<file path="src/rtl/slink_sync_fifo_if.sv">
// Handshake, status and threshold bundle for slink_sync_fifo.
// The slave modport is the FIFO side; the master modport is the producer/consumer side.
interface slink_sync_fifo_if #(
  parameter int DATA_SIZE = 40,
  parameter int DEPTH     = 16
);
  localparam int CNT_SIZE = $clog2(DEPTH + 1);

  logic                 winc;
  logic [DATA_SIZE-1:0] wdata;
  logic                 rinc;
  logic [DATA_SIZE-1:0] rdata;
  logic                 rvalid;
  logic                 wfull;
  logic                 rempty;
  logic [CNT_SIZE-1:0]  level;
  logic [CNT_SIZE-1:0]  swi_almost_full;
  logic [CNT_SIZE-1:0]  swi_almost_empty;
  logic                 almost_full;
  logic                 almost_empty;
  logic                 half_full;
  logic                 overflow;
  logic                 underflow;
  logic                 clr_errors;

  modport slave (
    input  winc, wdata, rinc, swi_almost_full, swi_almost_empty, clr_errors,
    output rdata, rvalid, wfull, rempty, level, almost_full, almost_empty,
           half_full, overflow, underflow
  );

  modport master (
    output winc, wdata, rinc, swi_almost_full, swi_almost_empty, clr_errors,
    input  rdata, rvalid, wfull, rempty, level, almost_full, almost_empty,
           half_full, overflow, underflow
  );
endinterface

</file>
<file path="src/rtl/slink_sync_fifo.sv">
// Single-clock FIFO of arbitrary depth with FWFT or registered read,
// exact occupancy, runtime almost-full/almost-empty thresholds and sticky error flags.
module slink_sync_fifo #(
  parameter int DATA_SIZE = 40,
  parameter int DEPTH     = 16,
  parameter int FWFT      = 1
) (
  input  logic             clk,
  input  logic             reset,
  slink_sync_fifo_if.slave bus
);
  localparam int CNT_SIZE = $clog2(DEPTH + 1);
  localparam int PTR_SIZE = (DEPTH > 1) ? $clog2(DEPTH) : 1;
  localparam logic [PTR_SIZE-1:0] PTR_LAST  = PTR_SIZE'(DEPTH - 1);
  localparam logic [CNT_SIZE:0]   DEPTH_EXT = (CNT_SIZE + 1)'(DEPTH);

  // Explicit wrap so non-power-of-two depths cycle through 0..DEPTH-1.
  function automatic logic [PTR_SIZE-1:0] ptr_inc(input logic [PTR_SIZE-1:0] ptr);
    logic [PTR_SIZE-1:0] nxt;
    if (ptr == PTR_LAST) begin
      nxt = {PTR_SIZE{1'b0}};
    end else begin
      nxt = ptr + PTR_SIZE'(1);
    end
    return nxt;
  endfunction

  logic [DATA_SIZE-1:0] mem_r [DEPTH];
  logic [PTR_SIZE-1:0]  wptr_r;
  logic [PTR_SIZE-1:0]  rptr_r;
  logic [CNT_SIZE-1:0]  level_r;
  logic                 wfull_r;
  logic                 rempty_r;
  logic                 almost_full_r;
  logic                 almost_empty_r;
  logic                 half_full_r;
  logic                 overflow_r;
  logic                 underflow_r;

  logic                 wacc_s;
  logic                 racc_s;
  logic [CNT_SIZE:0]    level_next_s;
  logic [CNT_SIZE+1:0]  level_dbl_s;
  logic [DATA_SIZE-1:0] rdata_s;
  logic                 rvalid_s;

  // Acceptance is gated only by registered flags, never by the opposite request.
  assign wacc_s = bus.winc & ~wfull_r;
  assign racc_s = bus.rinc & ~rempty_r;

  // Next occupancy, one bit wider than level so the +1/-1 cannot wrap.
  always_comb begin
    level_next_s = {1'b0, level_r};
    if (wacc_s && !racc_s) begin
      level_next_s = {1'b0, level_r} + (CNT_SIZE + 1)'(1);
    end else if (racc_s && !wacc_s) begin
      level_next_s = {1'b0, level_r} - (CNT_SIZE + 1)'(1);
    end else begin
      level_next_s = {1'b0, level_r};
    end
    level_dbl_s = {level_next_s, 1'b0};
  end

  // Storage array; contents are intentionally not reset.
  always_ff @(posedge clk) begin
    if (wacc_s) begin
      mem_r[wptr_r] <= bus.wdata;
    end
  end

  // Pointers and occupancy.
  always_ff @(posedge clk or posedge reset) begin
    if (reset) begin
      wptr_r  <= {PTR_SIZE{1'b0}};
      rptr_r  <= {PTR_SIZE{1'b0}};
      level_r <= {CNT_SIZE{1'b0}};
    end else begin
      if (wacc_s) begin
        wptr_r <= ptr_inc(wptr_r);
      end
      if (racc_s) begin
        rptr_r <= ptr_inc(rptr_r);
      end
      level_r <= level_next_s[CNT_SIZE-1:0];
    end
  end

  // Status flags derived from level_next so they line up with level.
  always_ff @(posedge clk or posedge reset) begin
    if (reset) begin
      wfull_r        <= 1'b0;
      rempty_r       <= 1'b1;
      almost_full_r  <= 1'b0;
      almost_empty_r <= 1'b1;
      half_full_r    <= 1'b0;
    end else begin
      wfull_r        <= (level_next_s == DEPTH_EXT);
      rempty_r       <= (level_next_s == {(CNT_SIZE + 1){1'b0}});
      almost_full_r  <= (level_next_s >= {1'b0, bus.swi_almost_full});
      almost_empty_r <= (level_next_s <= {1'b0, bus.swi_almost_empty});
      half_full_r    <= (level_dbl_s >= {1'b0, DEPTH_EXT});
    end
  end

  // Sticky errors: a new event in the clearing cycle takes priority.
  always_ff @(posedge clk or posedge reset) begin
    if (reset) begin
      overflow_r  <= 1'b0;
      underflow_r <= 1'b0;
    end else begin
      if (bus.winc && wfull_r) begin
        overflow_r <= 1'b1;
      end else if (bus.clr_errors) begin
        overflow_r <= 1'b0;
      end
      if (bus.rinc && rempty_r) begin
        underflow_r <= 1'b1;
      end else if (bus.clr_errors) begin
        underflow_r <= 1'b0;
      end
    end
  end

  generate
    if (FWFT != 0) begin : g_fwft
      assign rdata_s  = mem_r[rptr_r];
      assign rvalid_s = ~rempty_r;
    end else begin : g_reg
      logic [DATA_SIZE-1:0] rdata_r;
      logic                 rvalid_r;

      // Registered read port: data lands the cycle after an accepted read.
      always_ff @(posedge clk or posedge reset) begin
        if (reset) begin
          rdata_r  <= {DATA_SIZE{1'b0}};
          rvalid_r <= 1'b0;
        end else begin
          if (racc_s) begin
            rdata_r <= mem_r[rptr_r];
          end
          rvalid_r <= racc_s;
        end
      end

      assign rdata_s  = rdata_r;
      assign rvalid_s = rvalid_r;
    end
  endgenerate

  assign bus.rdata        = rdata_s;
  assign bus.rvalid       = rvalid_s;
  assign bus.wfull        = wfull_r;
  assign bus.rempty       = rempty_r;
  assign bus.level        = level_r;
  assign bus.almost_full  = almost_full_r;
  assign bus.almost_empty = almost_empty_r;
  assign bus.half_full    = half_full_r;
  assign bus.overflow     = overflow_r;
  assign bus.underflow    = underflow_r;
endmodule

</file>
<file path="src/flat_wrapper.sv">
// flat-port wrapper written by rule: the top's interface ports become plain ports
module slink_sync_fifo_flat 
#(
  parameter int DATA_SIZE = 40,
  parameter int DEPTH     = 16,
  parameter int FWFT      = 1
)
  (clk, reset, bus_winc, bus_wdata, bus_rinc, bus_swi_almost_full, bus_swi_almost_empty, bus_clr_errors, bus_rdata, bus_rvalid, bus_wfull, bus_rempty, bus_level, bus_almost_full, bus_almost_empty, bus_half_full, bus_overflow, bus_underflow);
  slink_sync_fifo_if #(.DATA_SIZE(DATA_SIZE), .DEPTH(DEPTH)) bus_i ();
  input  logic clk;
  input  logic reset;
  input wire logic [$bits(bus_i.winc)-1:0] bus_winc;
  input wire logic [$bits(bus_i.wdata)-1:0] bus_wdata;
  input wire logic [$bits(bus_i.rinc)-1:0] bus_rinc;
  input wire logic [$bits(bus_i.swi_almost_full)-1:0] bus_swi_almost_full;
  input wire logic [$bits(bus_i.swi_almost_empty)-1:0] bus_swi_almost_empty;
  input wire logic [$bits(bus_i.clr_errors)-1:0] bus_clr_errors;
  output wire logic [$bits(bus_i.rdata)-1:0] bus_rdata;
  output wire logic [$bits(bus_i.rvalid)-1:0] bus_rvalid;
  output wire logic [$bits(bus_i.wfull)-1:0] bus_wfull;
  output wire logic [$bits(bus_i.rempty)-1:0] bus_rempty;
  output wire logic [$bits(bus_i.level)-1:0] bus_level;
  output wire logic [$bits(bus_i.almost_full)-1:0] bus_almost_full;
  output wire logic [$bits(bus_i.almost_empty)-1:0] bus_almost_empty;
  output wire logic [$bits(bus_i.half_full)-1:0] bus_half_full;
  output wire logic [$bits(bus_i.overflow)-1:0] bus_overflow;
  output wire logic [$bits(bus_i.underflow)-1:0] bus_underflow;
  assign bus_i.winc = bus_winc;
  assign bus_i.wdata = bus_wdata;
  assign bus_i.rinc = bus_rinc;
  assign bus_i.swi_almost_full = bus_swi_almost_full;
  assign bus_i.swi_almost_empty = bus_swi_almost_empty;
  assign bus_i.clr_errors = bus_clr_errors;
  assign bus_rdata = bus_i.rdata;
  assign bus_rvalid = bus_i.rvalid;
  assign bus_wfull = bus_i.wfull;
  assign bus_rempty = bus_i.rempty;
  assign bus_level = bus_i.level;
  assign bus_almost_full = bus_i.almost_full;
  assign bus_almost_empty = bus_i.almost_empty;
  assign bus_half_full = bus_i.half_full;
  assign bus_overflow = bus_i.overflow;
  assign bus_underflow = bus_i.underflow;
  slink_sync_fifo #(.DATA_SIZE(DATA_SIZE), .DEPTH(DEPTH), .FWFT(FWFT)) u_core (.clk(clk), .reset(reset), .bus(bus_i));
endmodule
</file>
<file path="config.mk">
export PLATFORM = sky130hd
export DESIGN_NAME = slink_sync_fifo_flat
export DESIGN_NICKNAME = d
export VERILOG_FILES = /design/src/rtl/slink_sync_fifo_if.sv /design/src/rtl/slink_sync_fifo.sv /design/src/flat_wrapper.sv
export SDC_FILE = /design/constraint.sdc
export NUM_CORES = 1
export LEC_CHECK = 0
export BUFFER_PORTS_ARGS = -buffer_cell sky130_fd_sc_hd__buf_2
export CAP_MARGIN = 10
export CORE_MARGIN = 1.5
export CORE_UTILIZATION = 45
export DETAILED_ROUTE_END_ITERATION = 8
export PLACE_DENSITY = 0.66
export SLEW_MARGIN = 15
export SYNTH_ARGS = -nofsm -noshare
export SYNTH_HDL_FRONTEND = slang
export SYNTH_SLANG_ARGS = --single-unit
</file>
<file path="constraint.sdc">
create_clock -name clk -period 2.32 [get_ports clk]
set_input_delay 0.116 -clock clk [delete_from_list [all_inputs] [get_ports clk]]
set_output_delay 0.116 -clock clk [all_outputs]
set_load 0.02 [all_outputs]
</file>
==> impl_metrics.env, run 1 <==
export IMPL_synth_edff_count=640
export IMPL_synth_top_area_cell="edfxtp_1"
export IMPL_synth_top_family_by_area="multiplexers"
export IMPL_drive_above_1_share_pct=40.5
export IMPL_ios=108
export IMPL_nets=1563
export IMPL_finalCritPeriodShare_pct=116
export IMPL_die_area_sq_um=58900
export IMPL_rrSetupSlack_ns=0.07
export IMPL_portBuffers=107
export IMPL_drt_pass1_iter_count=5
export IMPL_critPathMaxFanout=9
export IMPL_drt_iter0_drc=897
export IMPL_final_cell_mix="edfxtp_1, mux4_2, buf_4"
export IMPL_synthSimpleGateAreaFrac_pct=2.49
export IMPL_synthMuxAreaShare_pct=15.6
export IMPL_post_drt_wl_per_cell_um=24.7
export IMPL_cap_violations=0
export IMPL_gp_congestion=0.784
export IMPL_status="complete, but fails checks"
export IMPL_overflow=0
export IMPL_antenna_found_initial=2
export IMPL_via_per_inst=5.58
export IMPL_min_period_ns=2.68
export IMPL_layout_setup_ws_ns=-0.363
export IMPL_power_density_nw_per_um2=1260
export IMPL_crit_buf_inv=5
export IMPL_syn_nets=1259
export IMPL_rows=87
export IMPL_crit_chain="buf_6 > buf_12 > buf_16 > buf_12 > mux4_2 > a211oi_2 > a21oi_1 > buf_2"
export IMPL_ys_seq_area_share_pct=76.3
export IMPL_async_reset_ff_share_pct=3.03
export IMPL_finalSetupViolations=40
export IMPL_regArea_sq_um=19700
export IMPL_grt_pass1_wl_um=85400
export IMPL_wl_met1_um=24800
export IMPL_grt_usage_pct=19.4
export IMPL_cts_sinks=660
export IMPL_multi_input_area_sq_um=6090
export IMPL_worstSetupStartpointType="register"
export IMPL_fp_dieH_um=243
export IMPL_synth_compound_area_share_pct=2.96
export IMPL_tightestPinTransition_ns=0.868
export IMPL_cp_end_kind="output port"
export IMPL_mappedNetlistArea_sq_um=25900
export IMPL_grt_setup_unrepaired="yes"
export IMPL_wl_met3_um=2290
export IMPL_ys_warn_count=0
export IMPL_grt_max_degree=40
export IMPL_instances_no_fill=2302
export IMPL_synth_seq_cells=660
export IMPL_slew_headroom_pct=42.1
export IMPL_cts_root_buf="clkbuf_16"
export IMPL_detail_route_antenna_nets=0
export IMPL_cp_arrival_ns=2.57
export IMPL_tritoncts="built"
export IMPL_synth_area_leaders="edfxtp_1, mux4_2, dfrtp_1"
export IMPL_path_clk_slew_ns=0.06
export IMPL_cts_buffers=70
export IMPL_insertion_delay_ns=0.59
export IMPL_irDropWorstVdd_mv=0.640
export IMPL_synth_xor_area_share_pct=0.136
export IMPL_routed_top_layer="met5"
export IMPL_met2_length_um=28600
export IMPL_synth_adder_area_share_pct=0.823
export IMPL_initial_core_util_pct=45.7
export IMPL_synthCells=1187
export IMPL_htreeDepth=3
export IMPL_drc=0
export IMPL_dp_cells=2076
export IMPL_critPathTopFamily="buffers and inverters"
export IMPL_yosysUniqueCellTypes=45
export IMPL_grt_pass1_vias=13600
export IMPL_worstSetupPathType="reg -> out"
export IMPL_wirelength_um=56800
export IMPL_cp_data_required_time_ns=2.20
export IMPL_yosysTopAreaCellShare_pct=74.3
export IMPL_violations="negative setup slack"
export IMPL_p_leak_nw=10.7
export IMPL_clockBufferDepth=3
export IMPL_finClkSkew_ns=0.0224
export IMPL_vias=12800
export IMPL_syn2layout_area_growth_pct=24.3
export IMPL_core_area_sq_um=56600
export IMPL_dieWidth_um=243
export IMPL_slew_viol_final=0
export IMPL_slowest_stage="dfrtp_4"
export IMPL_place_hpwl_um=31400
export IMPL_cpPeakStageDelay_ns=0.49
export IMPL_finalHoldViolations=0
export IMPL_synth_ff_type="edfxtp_1"
export IMPL_final_common_cell="edfxtp_1"
export IMPL_nFillCells=4213
export IMPL_hp_class="in -> reg"
export IMPL_crit_top_cell="buf_12"
export IMPL_max_freq_mhz=373
export IMPL_avgSynthCellArea_sq_um=21.8
export IMPL_hold_slack_ns=0.0328
worst paths after layout:
check                      cells after the start                 endpoint                     from
setup / recovery                               8            bus_rdata[12]         u_core.rptr_r[0]
min in group asynchronous                      3   u_core.bus.almost_full                    reset
max in group asynchronous                      3         u_core.rptr_r[0]                    reset
hold reg to reg                                2      u_core.bus.overflow      u_core.bus.overflow
hold / removal                                 6  u_core.bus.almost_empty  bus_swi_almost_empty[3]
setup reg to reg                               6      u_core.mem_r[8][14]         u_core.bus.wfull
stage by stage:
| stage | power [mW] | setup slack (ns) | instance area, sq um | utilization, % | TNS, ns |
|---|---|---|---|---|---|
| 2_1_floorplan | 23.1 | 0.0244 | 25900 | - | 0 |
| 3_3_place_gp | 27.2 | 0.0239 | 28200 | 49.8 | 0 |
| 3_5_place_dp | 27.3 | -0.0938 | 28200 | 49.8 | -0.0938 |
| 4_1_cts | 40.2 | -0.391 | 31800 | 56.2 | -14.31 |
| 5_1_grt | 42.3 | -0.446 | 32100 | 56.8 | -15.51 |
| 6_report | 40.6 | -0.363 | 32100 | 56.8 | -11.90 |
cell families (layout without fill, tap and decap cells):
logic type | after synthesis | count (layout)
AO/OA/AOI/OAI | 108 | 108
buffers and inverters | 83 | 441
other | 0 | 1
adder cells (fa/ha/maj) | 17 | 17
AND/OR/NAND/NOR | 113 | 113
multiplexers | 202 | 202
flip-flops | 660 | 660
XOR/XNOR | 4 | 4
worst register-to-register path: stages (launching register included):
cell and delay [ns]:
dfrtp_1 0.37, nand2b_4 0.15, buf_4 0.16, buf_4 0.15, nor3b_1 0.47, and2_2 0.29, buf_4 0.30
Yosys cell counts, drive strengths merged, types with 3 or more instances:
library cell,count
nand4,3
nand3,8
dfrtp,18
a211oi,40
buf,36
mux4,160
mux2i,41
clkbuf,28
ha,17
nor4,3
and2,16
xnor2,3
nand2,13
edfxtp,640
o21ai,11
nor2,13
nand2b,3
nor2b,44
o22ai,3
nor3,3
inv,19
a21oi,45
power breakdown:
group          total (mW)  leakage [nW]  internal (mW)  switching (mW)
logic                15.1          3.65           7.64            7.48
registers            14.8          6.01           14.3           0.523
clock network        10.6          1.07           6.17            4.45
total                40.6          10.7           28.1            12.5
flip-flops by register name (all words and copies together) (netlist names):
signal                   count
u_core.bus.rempty            1
u_core.bus.level             5
u_core.bus.underflow         1
u_core.mem_r               640
u_core.bus.almost_full       1
u_core.bus.overflow          1
u_core.bus.wfull             1
u_core.wptr_r                4
u_core.rptr_r                4
u_core.bus.almost_empty      1
u_core.bus.half_full         1
area by class of cell:
cell class	instances	share of cell area [%]
antenna	1	0.00778
sequential	660	61.4
clock buffer	89	5.94
tap	756	2.94
timing repair buffer	296	9.68
inverter	19	0.222
multi-input combinational	444	19.0
clock inverter	37	0.860
per-layer routing:
layer  GRT usage [%]  up-vias
li1                -     5561
met1            26.7     6883
met2            32.4      314
met3            3.13       76
met4            5.54        2
met5               0        -
timing repair:
item                                   4_1_cts  5_1_grt
setup endpoints to repair                   41       42
gates cloned                                 7        5
resized for setup                          112       62
hold buffers                                46        0
setup buffers                               35       10
pin swaps                                   37       26
endpoints found under the hold margin      662        0
No activity file was read; power rests on OpenSTA's default activity.
==> inputs of run 2 (changes only) <==
--- a/config.mk
+++ b/config.mk
@@ -9,8 +9,11 @@
 export CAP_MARGIN = 10
 export CORE_MARGIN = 1.5
 export CORE_UTILIZATION = 45
+export CTS_BUF_LIST = sky130_fd_sc_hd__clkbuf_8
+export CTS_CLUSTER_DIAMETER = 150
 export DETAILED_ROUTE_END_ITERATION = 8
 export PLACE_DENSITY = 0.66
+export REMOVE_ABC_BUFFERS = 1
 export SLEW_MARGIN = 15
 export SYNTH_ARGS = -nofsm -noshare
 export SYNTH_HDL_FRONTEND = slang
==> run 2 against run 1 <==
  * The flow still finishes with violations (negative setup slack)
  * Register-to-register slack gained 0.02 ns
  * Cell count increased by 2.3%
  * Largest power group unchanged
  * Fmax decreased by 5.8%
  * Worst setup slack lost 0.17 ns
==> impl_metrics.env, run 2 (same netlist as run 1, synthesis figures left out) <==
export IMPL_slew_headroom_pct=46.2
export IMPL_finalCritPeriodShare_pct=123
export IMPL_cts_sinks=660
export IMPL_status="complete, but fails checks"
export IMPL_crit_chain="buf_12 > buf_4 > buf_12 > buf_6 > mux4_2 > mux2i_2 > a21oi_2 > buf_4"
export IMPL_portBuffers=107
export IMPL_syn2layout_area_growth_pct=23.1
export IMPL_final_common_cell="edfxtp_1"
export IMPL_finalSetupViolations=40
export IMPL_grt_setup_unrepaired="yes"
export IMPL_power_density_nw_per_um2=1240
export IMPL_reg2reg_depth=9
export IMPL_cp_data_required_time_ns=2.20
export IMPL_top_register="u_core.mem_r"
export IMPL_insertion_delay_ns=0.69
export IMPL_post_route_cell_area_sq_um=31800
export IMPL_fp_dieH_um=243
export IMPL_irDropWorstVdd_mv=0.815
export IMPL_layout_setup_ws_ns=-0.529
export IMPL_cap_violations=0
export IMPL_overflow=0
export IMPL_gp_congestion=0.754
export IMPL_wirelength_um=56000
export IMPL_finalHoldViolations=0
export IMPL_via_per_inst=5.52
export IMPL_cp_startpoint="u_core.rptr_r[0]"
export IMPL_die_area_sq_um=58900
export IMPL_slew_viol_final=0
export IMPL_tightestPinTransition_ns=0.806
export IMPL_hp_class="in -> reg"
export IMPL_cts_buffers=104
export IMPL_ios=108
export IMPL_max_freq_mhz=351
export IMPL_vias=13000
export IMPL_r2r_start="u_core.bus.rempty"
export IMPL_nets=1591
export IMPL_largest_reg_flops=640
export IMPL_finClkSkew_ns=0.0402
export IMPL_grt_pass1_vias=13800
export IMPL_violations="negative setup slack"
export IMPL_cpPeakStageDelay_ns=0.50
export IMPL_place_hpwl_um=29400
export IMPL_drt_pass1_iter_count=5
export IMPL_min_period_ns=2.85
export IMPL_initial_core_util_pct=45.7
export IMPL_htreeDepth=3
export IMPL_rrSetupSlack_ns=0.09
export IMPL_grt_max_degree=61
export IMPL_antenna_cells=0
export IMPL_detail_route_antenna_nets=0
export IMPL_rows=87
export IMPL_worstSetupEndpoint="bus_rdata[33]"
export IMPL_fin_util_pct=56.2
export IMPL_dieWidth_um=243
export IMPL_cts_root_buf="clkbuf_8"
export IMPL_grt_pass1_wl_um=84400
export IMPL_post_drt_wl_per_cell_um=23.8
export IMPL_worstSetupPathType="reg -> out"
export IMPL_placedInstanceArea_sq_um=28100
export IMPL_p_leak_nw=10.7
export IMPL_worstReg2RegEnd="u_core.bus.almost_full"
export IMPL_path_clk_slew_ns=0.06
export IMPL_drive_above_1_share_pct=39.9
export IMPL_nFillCells=4192
export IMPL_slowest_stage="dfrtp_4"
export IMPL_antenna_found_initial=3
export IMPL_tritoncts="built"
export IMPL_final_cell_mix="edfxtp_1, mux4_2, clkbuf_8"
export IMPL_drt_iter0_drc=1046
export IMPL_drc=0
export IMPL_critPathMaxFanout=8
export IMPL_core_area_sq_um=56600
export IMPL_cp_arrival_ns=2.73
export IMPL_worstSetupStartpointType="register"
export IMPL_grt_usage_pct=19.3
export IMPL_cp_end_kind="output port"
export IMPL_clockBufferDepth=3
-- run 2: worst min path at each step --
stage / startpoint / to / slack [ns] / depth (start not counted)
CTS: bus_swi_almost_empty[0] / u_core.bus.almost_empty / 0.01 / 6
global placement: reset / u_core.bus.overflow / 0.33 / 2
floorplan: reset / u_core.bus.almost_full / 0.08 / 1
finish: bus_swi_almost_full[1] / u_core.bus.almost_full / 0.04 / 6
global route: bus_swi_almost_empty[0] / u_core.bus.almost_empty / 0.05 / 6
detailed placement: reset / u_core.bus.overflow / 0.33 / 2
-- run 2: per-stage QoR --
stage	power [mW]	TNS, ns	std cells	hold WS, ns	worst slack [ns]
after detailed placement	27.2	-0.0559	2070	0.330	-0.0559
after CTS	39.4	-19.57	2349	0.0110	-0.528
after global placement	27.1	0	2070	0.330	0.0679
after global routing	41.2	-20.79	2355	0.0486	-0.589
final	39.5	-16.81	2355	0.0405	-0.529
after floorplan	21.1	-332.17	1123	0.0783	-5.36
-- run 2: per-layer routing --
layer	up-vias	GRT usage (%)	wire [um]
met3	65	4.01	3520
met5	-	0	36
met4	6	6.52	951
li1	5618	-	-
met1	6869	25.5	23100
met2	449	32.0	28400
-- run 2: area by class of cell --
cell class / count / area [sq um] / share of cell area [%]
clock buffers: 106 / 1460 / 4.58
clock inverters: 80 / 618 / 1.94
inverters: 19 / 71.3 / 0.224
multi-input cells: 444 / 6020 / 18.9
flip-flops and latches: 660 / 19700 / 62.0
well taps: 756 / 946 / 2.97
repair buffers: 290 / 2980 / 9.36
-- run 2: repair_timing --
| action | 4_1_cts | 5_1_grt |
|---|---|---|
| gates resized for setup | 107 | 44 |
| pin swaps | 38 | 21 |
| hold buffers | 51 | 0 |
| setup endpoints to repair | 41 | 42 |
| buffers inserted | 34 | 8 |
| cloned | 10 | 1 |
| endpoints found under the hold margin | 673 | 0 |
-- run 2: worst max-delay path: cells and delay by family, from the launching register on --
| family | cells | cell delay, ns |
|---|---|---|
| buffers and inverters | 5 | 0.75 |
| multiplexers | 2 | 0.67 |
| flip-flops | 1 | 0.50 |
| AO/OA/AOI/OAI | 1 | 0.11 |
-- run 2: report_power, final --
part | internal [mW] | switching (mW) | total (mW)
clock | 5.37 | 4.42 | 9.79
combinational | 7.53 | 7.43 | 15.0
sequential | 14.3 | 0.391 | 14.7
==> inputs of run 3 (changes only) <==
--- a/config.mk
+++ b/config.mk
@@ -8,11 +8,11 @@
 export BUFFER_PORTS_ARGS = -buffer_cell sky130_fd_sc_hd__buf_2
 export CAP_MARGIN = 10
 export CORE_MARGIN = 1.5
-export CORE_UTILIZATION = 45
+export CORE_UTILIZATION = 35
 export CTS_BUF_LIST = sky130_fd_sc_hd__clkbuf_8
 export CTS_CLUSTER_DIAMETER = 150
 export DETAILED_ROUTE_END_ITERATION = 8
-export PLACE_DENSITY = 0.66
+export PLACE_DENSITY = 0.54
 export REMOVE_ABC_BUFFERS = 1
 export SLEW_MARGIN = 15
 export SYNTH_ARGS = -nofsm -noshare
==> run 3 against run 2 <==
  * The run ends with design-rule violations, negative setup slack left
  * Sequential cell count unchanged
  * Power up 1.3%
  * Critical path depth down 1
  * Die area up 28%
  * Global-route usage down 3.2 points
  * Cell count up 10%
  * Worst setup slack better by 0.013 ns
  * Sequential share of layout area down 1.2 points
  * Utilization down 12 points
  * Largest cell class unchanged
  * Highest routed layer unchanged
==> impl_metrics.env, run 3 (same netlist as run 1, synthesis figures left out) <==
export IMPL_status="complete, but fails checks"
export IMPL_violations="design-rule violations, negative setup slack"
export IMPL_insertion_delay_ns=0.71
export IMPL_clockBufferDepth=3
export IMPL_grtUsageMet3_pct=3.31
export IMPL_hp_class="in -> reg"
export IMPL_final_cell_mix="edfxtp_1, mux4_2, clkbuf_8"
export IMPL_core_area_sq_um=73100
export IMPL_fin_util_pct=44.4
export IMPL_critPathMaxFanout=6
export IMPL_dp_slack_ns=-0.0315
export IMPL_post_drt_wl_per_cell_um=23.2
export IMPL_grt_pass1_vias=13900
export IMPL_cp_end_kind="output port"
export IMPL_finalCritPeriodShare_pct=122
export IMPL_antenna_found_initial=4
export IMPL_cpPeakStageDelay_ns=0.49
export IMPL_min_period_ns=2.84
export IMPL_rrSetupSlack_ns=0.05
export IMPL_crit_top_cell="buf_12"
export IMPL_crit_chain="buf_12 > buf_12 > mux4_2 > nor2b_1 > a211oi_1 > a21oi_1 > buf_4"
export IMPL_grt_max_degree=39
export IMPL_largest_reg_flops=640
export IMPL_finalSetupViolations=40
export IMPL_r2r_start="u_core.bus.wfull"
export IMPL_vias=13100
export IMPL_min_path_cells=7
export IMPL_cp_arrival_ns=2.72
export IMPL_power_density_nw_per_um2=1230
export IMPL_cts_root_buf="clkbuf_8"
export IMPL_ios=108
export IMPL_layout_setup_ws_ns=-0.515
export IMPL_post_route_cell_area_sq_um=32500
export IMPL_overflow=0
export IMPL_dieWidth_um=275
export IMPL_worstSetupPathType="reg -> out"
export IMPL_grt_busiest_layer="met2"
export IMPL_die_area_sq_um=75500
export IMPL_initial_core_util_pct=35.4
export IMPL_gr_usage_met1_pct=21.6
export IMPL_path_clk_slew_ns=0.06
export IMPL_met2_usage_pct=26.4
export IMPL_placedInstanceArea_sq_um=28400
export IMPL_cts_buffers=109
export IMPL_detail_route_antenna_nets=0
export IMPL_drt_iter0_drc=869
export IMPL_grt_pass1_wl_um=88400
export IMPL_finClkSkew_ns=0.0350
export IMPL_place_hpwl_um=32600
export IMPL_cap_violations=0
export IMPL_gp_congestion=0.740
export IMPL_drc=8
export IMPL_tritoncts="built"
export IMPL_irDropWorstVdd_mv=0.526
export IMPL_reg2reg_depth=5
export IMPL_rows=99
export IMPL_drive_above_1_share_pct=41.2
export IMPL_nets=1623
export IMPL_syn2layout_area_growth_pct=25.5
export IMPL_min_from="bus_swi_almost_full[0]"
export IMPL_slowest_stage="mux4_2"
export IMPL_portBuffers=107
export IMPL_critPathTopFamily="buffers and inverters"
export IMPL_finalHoldViolations=0
export IMPL_crit_buf_inv=3
export IMPL_p_leak_nw=11.0
export IMPL_worstReg2RegEnd="u_core.mem_r[3][39]"
export IMPL_cp_data_required_time_ns=2.20
export IMPL_fp_dieH_um=275
export IMPL_wirelength_um=60400
export IMPL_slew_headroom_pct=41.2
export IMPL_slew_viol_final=0
export IMPL_cts_sinks=660
export IMPL_worstSetupStartpointType="register"
export IMPL_via_per_inst=5.03
export IMPL_top_register="u_core.mem_r"
export IMPL_grt_usage_pct=16.1
export IMPL_htreeDepth=3
export IMPL_max_freq_mhz=353
export IMPL_hold_end="u_core.bus.almost_full"
export IMPL_grt_setup_unrepaired="yes"
export IMPL_total_power_mw=40.0
export IMPL_drt_pass1_iter_count=9
export IMPL_final_common_cell="edfxtp_1"
export IMPL_tightestPinTransition_ns=0.882
export IMPL_crit_cells=7
[run 3: cell types whose count changed in the layout (fill, tap and decap cells not counted), moves of 6 or more]
cell,delta
buf_6,+15
clkbuf_16,+6
nor2b_4,+7
buf_4,+8
inv_1,+10
clkinv_1,+7
nor2b_1,-8
bufinv_16,-6
[run 3: where the power goes]
| part | switching [mW] | internal [mW] |
|---|---|---|
| logic | 7.66 | 8.11 |
| registers | 0.505 | 14.3 |
| clock network | 4.55 | 4.84 |
[run 3: how the worst max path moves through the flow]
stage | endpoint | slack (ns) | from
floorplan | bus_rdata[0] | -5.36 | u_core.rptr_r[0]
global placement | u_core.mem_r[10][29] | -0.04 | u_core.bus.wfull
detailed placement | u_core.bus.almost_full | -0.03 | u_core.bus.rempty
CTS | bus_rdata[20] | -0.65 | u_core.rptr_r[0]
global route | bus_rdata[23] | -0.61 | u_core.rptr_r[0]
finish | bus_rdata[37] | -0.52 | u_core.rptr_r[0]
[run 3: metal layers]
layer  wire, um  up-vias  share of wire (%)
met1      26100     6938                 43
met5         25        -              0.041
li1           -     5714                  -
met4       1150        4                1.9
met2      29900      330                 50
met3       3170       86                5.2
[run 3: per-stage QoR]
step | hold WS, ns | setup TNS, ns | cells
after floorplan | 0.0783 | -332.17 | 1123
after global routing | 0.0785 | -22.03 | 2600
final | 0.0714 | -17.45 | 2601
after global placement | 0.326 | -0.783 | 2284
after CTS | 0.0267 | -23.69 | 2570
after detailed placement | 0.336 | -0.0406 | 2284
[run 3: timing repair]
item	CTS	global route
hold endpoints to repair	672	0
buffers inserted	27	26
gates cloned	6	7
pin swaps	22	44
gates resized for setup	88	111
hold buffers	54	0
setup endpoints to repair	57	42
[run 3: cell type report]
class	instances	area (sq um)
Antenna cell	3	7.51
Multi-Input combinational cell	444	6110
Clock inverter	90	499
Timing Repair Buffer	317	3330
Clock buffer	109	1500
Sequential cell	660	19700
Inverter	19	71.3
Fill cell	6266	40600
Tap cell	959	1200
[run 3: worst register-to-register path, stage by stage (launching register included)]
cell and delay, ns:
dfrtp_1 0.40, nand2b_4 0.19, buf_4 0.17, nor3_1 0.53, and2_2 0.32, buf_4 0.31
